--- config.mk ---
export PLATFORM = sky130hd
export DESIGN_NAME = inertial_sequencer
export DESIGN_NICKNAME = d
export VERILOG_FILES = /design/src/rtl/inertial_sequencer.sv
export SDC_FILE = /design/constraint.sdc
export NUM_CORES = 1
export LEC_CHECK = 0
export CORE_MARGIN = 10
export CORE_UTILIZATION = 55
export DETAILED_ROUTE_END_ITERATION = 6
export PLACE_DENSITY = 0.92
export SLEW_MARGIN = 20
export SYNTH_ARGS = -nofsm -noshare
export SYNTH_HDL_FRONTEND = slang
export SYNTH_SLANG_ARGS = --single-unit
--- constraint.sdc ---
create_clock -name clk -period 3.2 [get_ports clk]
set_clock_uncertainty 0.05 [all_clocks]
set_input_delay 0.64 -clock clk [delete_from_list [all_inputs] [get_ports clk]]
set_output_delay 0.64 -clock clk [all_outputs]
set_load 0.05 [all_outputs]
--- src/rtl/inertial_sequencer.sv ---
// Inertial sensor sequencer: power-up wait, four config writes, then a four-register
// burst read per data-ready interrupt, delivering pitch rate and Z accel with a vld pulse.
module inertial_sequencer #(
    parameter int          INIT_WAIT_W = 16,
    parameter logic [15:0] CFG0        = 16'h0D02,
    parameter logic [15:0] CFG1        = 16'h1053,
    parameter logic [15:0] CFG2        = 16'h1150,
    parameter logic [15:0] CFG3        = 16'h1460
) (
    input  logic        clk,
    input  logic        rst_n,
    input  logic        INT,
    input  logic        spi_done,
    input  logic [15:0] spi_rd_data,
    output logic        spi_wrt,
    output logic [15:0] spi_cmd,
    output logic [15:0] ptch_rt,
    output logic [15:0] AZ,
    output logic        vld
);

    typedef enum logic [1:0] {
        PWR_WAIT = 2'd0,
        CFG_WR   = 2'd1,
        IDLE     = 2'd2,
        RD       = 2'd3
    } state_e;

    localparam logic [INIT_WAIT_W-1:0] CNT_ONE = {{(INIT_WAIT_W-1){1'b0}}, 1'b1};

    state_e                 state_q, state_d;
    logic [1:0]             idx_q, idx_d;
    logic [INIT_WAIT_W-1:0] cnt_q, cnt_d;
    logic                   int_meta_q, int_s_q;
    logic                   spi_wrt_q, spi_wrt_d;
    logic [15:0]            spi_cmd_q, spi_cmd_d;
    logic [15:0]            ptch_rt_q, ptch_rt_d;
    logic [15:0]            az_q, az_d;
    logic                   vld_q, vld_d;
    logic [7:0]             b0_q, b0_d, b1_q, b1_d, b2_q, b2_d;

    function automatic logic [15:0] cfg_cmd(input logic [1:0] n);
        case (n)
            2'd0:    cfg_cmd = CFG0;
            2'd1:    cfg_cmd = CFG1;
            2'd2:    cfg_cmd = CFG2;
            default: cfg_cmd = CFG3;
        endcase
    endfunction

    function automatic logic [15:0] rd_cmd(input logic [1:0] n);
        case (n)
            2'd0:    rd_cmd = 16'hA200;
            2'd1:    rd_cmd = 16'hA300;
            2'd2:    rd_cmd = 16'hAC00;
            default: rd_cmd = 16'hAD00;
        endcase
    endfunction

    // Next-state, command issue and capture logic
    always_comb begin
        state_d   = state_q;
        idx_d     = idx_q;
        cnt_d     = cnt_q;
        spi_wrt_d = 1'b0;
        spi_cmd_d = spi_cmd_q;
        ptch_rt_d = ptch_rt_q;
        az_d      = az_q;
        vld_d     = 1'b0;
        b0_d      = b0_q;
        b1_d      = b1_q;
        b2_d      = b2_q;
        case (state_q)
            PWR_WAIT: begin
                if (cnt_q == {INIT_WAIT_W{1'b1}}) begin
                    spi_wrt_d = 1'b1;
                    spi_cmd_d = CFG0;
                    idx_d     = 2'd0;
                    state_d   = CFG_WR;
                end else begin
                    cnt_d = cnt_q + CNT_ONE;
                end
            end
            CFG_WR: begin
                if (spi_done) begin
                    if (idx_q == 2'd3) begin
                        state_d = IDLE;
                    end else begin
                        idx_d     = idx_q + 2'd1;
                        spi_wrt_d = 1'b1;
                        spi_cmd_d = cfg_cmd(idx_q + 2'd1);
                    end
                end else begin
                    state_d = CFG_WR;
                end
            end
            IDLE: begin
                if (int_s_q) begin
                    spi_wrt_d = 1'b1;
                    spi_cmd_d = rd_cmd(2'd0);
                    idx_d     = 2'd0;
                    state_d   = RD;
                end else begin
                    state_d = IDLE;
                end
            end
            RD: begin
                if (spi_done) begin
                    case (idx_q)
                        2'd0:    b0_d = spi_rd_data[7:0];
                        2'd1:    b1_d = spi_rd_data[7:0];
                        2'd2:    b2_d = spi_rd_data[7:0];
                        default: b2_d = b2_q;
                    endcase
                    // The last byte goes straight to AZ; no need to stage it.
                    if (idx_q == 2'd3) begin
                        vld_d     = 1'b1;
                        ptch_rt_d = {b1_q, b0_q};
                        az_d      = {spi_rd_data[7:0], b2_q};
                        state_d   = IDLE;
                    end else begin
                        idx_d     = idx_q + 2'd1;
                        spi_wrt_d = 1'b1;
                        spi_cmd_d = rd_cmd(idx_q + 2'd1);
                    end
                end else begin
                    state_d = RD;
                end
            end
            default: state_d = PWR_WAIT;
        endcase
    end

    // State, staging and output registers with async reset
    always_ff @(posedge clk or negedge rst_n) begin
        if (!rst_n) begin
            state_q    <= PWR_WAIT;
            idx_q      <= 2'd0;
            cnt_q      <= {INIT_WAIT_W{1'b0}};
            int_meta_q <= 1'b0;
            int_s_q    <= 1'b0;
            spi_wrt_q  <= 1'b0;
            spi_cmd_q  <= 16'h0000;
            ptch_rt_q  <= 16'h0000;
            az_q       <= 16'h0000;
            vld_q      <= 1'b0;
            b0_q       <= 8'h00;
            b1_q       <= 8'h00;
            b2_q       <= 8'h00;
        end else begin
            state_q    <= state_d;
            idx_q      <= idx_d;
            cnt_q      <= cnt_d;
            int_meta_q <= INT;
            int_s_q    <= int_meta_q;
            spi_wrt_q  <= spi_wrt_d;
            spi_cmd_q  <= spi_cmd_d;
            ptch_rt_q  <= ptch_rt_d;
            az_q       <= az_d;
            vld_q      <= vld_d;
            b0_q       <= b0_d;
            b1_q       <= b1_d;
            b2_q       <= b2_d;
        end
    end

    assign spi_wrt = spi_wrt_q;
    assign spi_cmd = spi_cmd_q;
    assign ptch_rt = ptch_rt_q;
    assign AZ      = az_q;
    assign vld     = vld_q;

endmodule

==> After elaboration in Yosys (flattened, before gate mapping) <==
Index checks and enable logic that the tools add are counted.
{ "op_classes": {"bitwise": 1, "n_reduce_logical": 11, "n_eq_ne": 17, "addsub": 2, "n_mux": 28} }
{ "ops": {"columns": ["operator", "count"], "rows": [
  ["16-bit 2-to-1 mux", 6],
  ["16-bit one-hot mux with 4 select lines", 1],
  ["13-bit one-hot mux with 3 select lines", 1],
  ["12-bit one-hot mux with 3 select lines", 1],
  ["16-bit by 1-bit adder with 16-bit output (second input constant)", 1],
  ["16-bit equality test (second input constant)", 1],
  ["2-bit 2-to-1 mux", 8],
  ["2-bit != test (second input constant)", 7],
  ["3-bit AND reduction", 4],
  ["2-bit equality test (second input constant)", 5],
  ["1-bit 2-to-1 mux", 8],
  ["2-bit one-hot mux with 4 select lines", 1],
  ["2-bit by 1-bit equality test with 1-bit output (second input constant)", 3],
  ["2-bit logical NOT", 3],
  ["2-bit one-hot mux with 3 select lines", 1],
  ["6-bit AND reduction", 1],
  ["4-bit AND reduction", 1],
  ["1-bit one-hot mux with 3 select lines", 1],
  ["2-bit by 1-bit adder with 2-bit output (second input constant)", 1],
  ["2-bit by 1-bit != test with 1-bit output (second input constant)", 1],
  ["2-bit AND reduction", 1],
  ["2-bit OR reduction", 1],
  ["1-bit NOT", 1]
]} }
{ "totals": {"reg_bits": 96, "in_bits": 20, "wordCells": 72, "out_inout_bits": 50} }

==> Logic depth before layout (Yosys ltp) <==
{ "depth": {"word_depth": 6, "depth_mapped": 6, "ltp_nobuf": 6} }

==> Worst setup path after synthesis <==
No wires, ideal clock.
{ "synth_path": {"path_kind": "register -> register", "start": "reg idx_q[0]", "end": "reg spi_cmd_q[10] (netlist: spi_cmd[10])", "stages_incl_launch_ff": 7, "required_ps": 3025, "synth_period_minus_slack_ps": 1889, "path_buffers": 0, "setup_time_ps": 125, "slack_ps": 1311, "t_arrival_ps": 1714, "path_cell_list": "dfrtp_1 ha_1 inv_1 nand2_1 a32oi_1 nand2_4 mux2_4"} }
{ "synth_via": {"elab_chain_len": 6, "elab_cells_between_ends": 15, "cone_classes": "add/sub (1); eq/ne (5); mux (7); reduce/logical (2)"} }
{ "synth_lines": {"columns": ["item", "line", "source"], "rows": [
  ["from (decl)", "32", "logic [1:0] idx_q, idx_d;"],
  ["from (signal assigned)", "152", "idx_q <= idx_d;"],
  ["2-bit by 1-bit adder with 2-bit output", "91, 124", null],
  ["2-bit equality test (tied with other cells)", "43, 52", null],
  ["12-bit one-hot mux with 3 select lines / 13-bit one-hot mux with 3 select lines (equally long branches)", "52, 43", null],
  ["16-bit 2-to-1 mux, on equally long branches", "116, 86", null],
  ["16-bit 2-to-1 mux, on equally long branches", "108, 85", null],
  ["16-bit one-hot mux with 4 select lines", "73", "case (state_q)"],
  ["to (signal assigned)", "157", "spi_cmd_q <= spi_cmd_d;"],
  ["to (decl)", "36", "logic [15:0] spi_cmd_q, spi_cmd_d;"]
]} }
Parallel ways exist; a longest one is shown, timed or not. The select of a mux whose other input is x is not followed.
A chain may end at the register's enable or synchronous reset.

==> reports/metrics.csv <==
stage,metric,value,unit
worst_setup_path,worst_setup_path_start_kind,flip-flop,
worst_setup_path,cells_along_the_critical_path,clkdlybuf4s50_1,
synth,count_of_cell_types_in_the_netlist,39,
power,static-leakage-power,0.002171,uW
drt,final_antenna_net_count,0,
drt,remaining_drc_errors,0,
layout,antenna_cells_inserted,0,
worst_setup_path,r2r-end,spi_cmd[11],
drt,detailroute.via_count,2320,
layout,layout-drive-gt1-share,26.98,%
drt,detail_route.first_pass.iterations,4,
clocking,ctsResizeCount,0,
layout,multiInputGateArea,1405,um2
drt,vias_per_cell,5.511,
global_routing,grt_remaining_overflow,0,
sta,post-route-min-period,2.254,ns
sta,timing.slew.headroom,48.45,%
drt,drt-total-wl,7.468,mm
worst_setup_path,startpoint,spi_cmd[13],
sta,timing_worst_slew_pin_value,0.7733,ns
clocking,postCtsSetupRepairBufs,0,
global_routing,overall_global_routing_resource_usage,14.84,%
place,hpwlAfterDp,5.313,mm
floorplanning,initial_core_utilization,56.22,%
power,power_density_of_the_placed_cells,415.7,nW/um2
synth,mapped_cells,277,
synth,ys_seq_elements,90,
synth,yosys.cell_count.top_type,sky130_fd_sc_hd__dfrtp_1,
clocking,clock_tree.root_cell,sky130_fd_sc_hd__clkbuf_8,
sta,achievable-frequency,443.7,MHz
floorplanning,die_y,102.9,um
worst_setup_path,critPathCaptureType,output pin,
synth,synth-edff-count,0,
layout,fillCellCount,469,
worst_setup_path,worstPathBufferInverterCount,1,
worst_setup_path,critical_path_class,reg -> out,
clocking,cts_buf_count,9,
synth,netlist.area_leader.share,59.62,%
job,cap_viol_max_count,0,
worst_setup_path,worst_path_dominant_cell_family,buffers and inverters,
sta,final.setup.worst_slack,0.9462,ns
clocking,max-clock-path-buffers,2,
global_routing,grt_antenna_before_repair,0,
sta,finalCritPeriodShare,70.43,%
synth,synth_top_cells_by_count,"sky130_fd_sc_hd__dfrtp_1, sky130_fd_sc_hd__mux2_2, sky130_fd_sc_hd__nand2_1, sky130_fd_sc_hd__nor2_1, sky130_fd_sc_hd__xnor2_1",
drt,detailedRoute.firstIterationViolations,96,
layout,fin_nets,363,
sta,maxSlewViolCount,0,
synth,ys_top_cells_by_area,"sky130_fd_sc_hd__dfrtp_1, sky130_fd_sc_hd__mux2_2, sky130_fd_sc_hd__xnor2_1, sky130_fd_sc_hd__ha_1, sky130_fd_sc_hd__nand2_1",
worst_setup_path,cp_num_cells,1,
floorplanning,area_enclosed_by_the_die_boundary,10580,um2
synth,synthesis.area,3777,um2
synth,synth_area_leader_cell,sky130_fd_sc_hd__dfrtp_1,
place,buffer_ports.inserted,57,
clocking,clock_tree.htree_level_count,3,
worst_setup_path,max_stage_delay,0.82,ns
clocking,clock_insertion_delay_worst_skew,0.35,ns
worst_setup_path,crit_path_max_fanout,3,
outcome,outcome,"complete, no violations",
layout,final-seq-area,2252,um2
floorplanning,num_rows,30,
worst_setup_path,slowest_stage_cell_crit_path,sky130_fd_sc_hd__clkdlybuf4s50_1,
clocking,cts_tree,yes,
synth,yosysSeqAreaShare,59.62,%
worst_setup_path,critPathArrivalTime,1.56,ns
clocking,postCtsHoldBufs,0,
sta,finalHoldViolations,0,
worst_setup_path,worst_r2r_path_depth,6,
hold_path,hold_wc_path_type,in -> async,
sta,setup_viol_count_final,0,
floorplanning,die_w,102.9,um
floorplanning,coreArea,6719,um2
power,power.ir.vdd_worst,0.4016,mV
place,globalplace.congestion,0.8261,
global_routing,via_count_of_the_first_global_routing_pass,2504,
sta,setup-tns-final,0,ns
floorplanning,number_of_primary_i_o_pins,70,
synth,ys_warn_count,0,
worst_setup_path,worstReg2RegStart,idx_q[0],
clocking,clkSinkCount,90,
worst_setup_path,critPathRequiredTime,2.51,ns
layout,area.growth.synth_to_final,20.40,%
synth,synth-async-reset-ratio,100.0,%
drt,post_drt_wl_per_cell,17.74,um
global_routing,grt_max_degree,91,
synth,syn_avg_cell_area,13.64,um2
synth,synth_flop_cell,sky130_fd_sc_hd__dfrtp_1,
sta,rsz0062_at_grt,no,
global_routing,grt_pass1_wl,12.20,mm
clocking,clk_transition_reported_paths,0.08,ns
place,pre_cts_slack,0.7755,ns
worst_setup_path,regToRegSetupSlack,1.04,ns
==> sequential cells by signal, summed over array words and instances, names as in the netlist <==
name and flops:
spi_wrt 1, cnt_q 16, AZ 16, b2_q 8, b1_q 8, state_q 2, idx_q 2, b0_q 8
int_s_q 1, spi_cmd 10, ptch_rt 16, vld 1, int_meta_q 1
==> cell usage in the layout, fill, tap and decap left out, types with 2 or more instances in the layout <==
| cell | n |
|---|---|
| sky130_fd_sc_hd__xor2_1 | 5 |
| sky130_fd_sc_hd__xnor2_1 | 11 |
| sky130_fd_sc_hd__a22o_2 | 5 |
| sky130_fd_sc_hd__mux2_2 | 58 |
| sky130_fd_sc_hd__nor3_1 | 3 |
| sky130_fd_sc_hd__clkbuf_8 | 9 |
| sky130_fd_sc_hd__o22a_1 | 2 |
| sky130_fd_sc_hd__or2_2 | 2 |
| sky130_fd_sc_hd__conb_1 | 4 |
| sky130_fd_sc_hd__a21oi_1 | 3 |
| sky130_fd_sc_hd__nand2_4 | 2 |
| sky130_fd_sc_hd__a2bb2oi_1 | 2 |
| sky130_fd_sc_hd__nand3_1 | 8 |
| sky130_fd_sc_hd__clkinvlp_4 | 2 |
| sky130_fd_sc_hd__nor2_1 | 11 |
| sky130_fd_sc_hd__nand4_1 | 4 |
| sky130_fd_sc_hd__nor4_1 | 3 |
| sky130_fd_sc_hd__clkdlybuf4s50_1 | 56 |
| sky130_fd_sc_hd__dfrtp_1 | 90 |
| sky130_fd_sc_hd__clkinv_2 | 2 |
| sky130_fd_sc_hd__mux2_4 | 2 |
| sky130_fd_sc_hd__inv_1 | 9 |
| sky130_fd_sc_hd__o21ai_0 | 6 |
| sky130_fd_sc_hd__nand2_1 | 16 |
| sky130_fd_sc_hd__ha_1 | 7 |
==> how the worst max path moves through the flow <==
stage | end | slack (ns)
5_1_grt | spi_cmd[11] | 0.88
6_report | spi_cmd[15] | 0.95
3_5_place_dp | spi_cmd[11] | 0.78
4_1_cts | spi_cmd[15] | 0.94
2_1_floorplan | spi_cmd[10] | 1.31
3_3_place_gp | spi_cmd[10] | 0.80
==> area by class of cell <==
class,count,area share (%)
Clock inverter,7,1.183
Sequential cell,90,49.52
Tap cell,80,2.201
Inverter,9,0.7428
Timing Repair Buffer,58,12.74
Clock buffer,9,2.724
Multi-Input combinational cell,168,30.89
==> per-layer routing <==
metal,part of all wire (%),GRT usage [%],up-vias,routed length (um)
li1,-,-,1085,-
met3,4.2,3.820,12,317
met4,1.7,6.096,0,129
met2,53,25.91,57,3970
met5,0,0,-,0
met1,41,16.93,1166,3050
==> per-stage QoR <==
stage / cells / power [uW] / hold WS (ns) / util [%] / instance area, um2
3_3_place_gp: 405 / 1212 / 0.2859 / 64.99 / 4367
2_1_floorplan: 280 / 1176 / 0.2812 / - / 3789
3_5_place_dp: 405 / 1213 / 0.2957 / 64.99 / 4367
5_1_grt: 421 / 1970 / 0.3186 / 67.69 / 4548
6_report: 421 / 1891 / 0.2865 / 67.69 / 4548
4_1_cts: 421 / 1905 / 0.3193 / 67.64 / 4544
==> power by group <==
part	switching [uW]	leakage, uW	total (uW)	internal (uW)
Clock	413	0.0000875	702	289
Combinational	37.6	0.000849	50.7	13.1
Sequential	0.776	0.00123	1140	1140
Total	451	0.00217	1890	1440
==> logic make-up (layout without fill, tap and decap cells) <==
family,after synthesis,count (layout),synth area share (%)
AO/OA/AOI/OAI,24,24,4.671
AND/OR/NAND/NOR,57,57,8.016
buffers and inverters,22,83,3.478
multiplexers,60,60,18.09
XOR/XNOR,16,16,3.710
adder cells (fa/ha/maj),7,7,2.319
other,1,4,0.09928
flip-flops,90,90,59.62
Note: power is estimated with default switching activity, not from simulation.
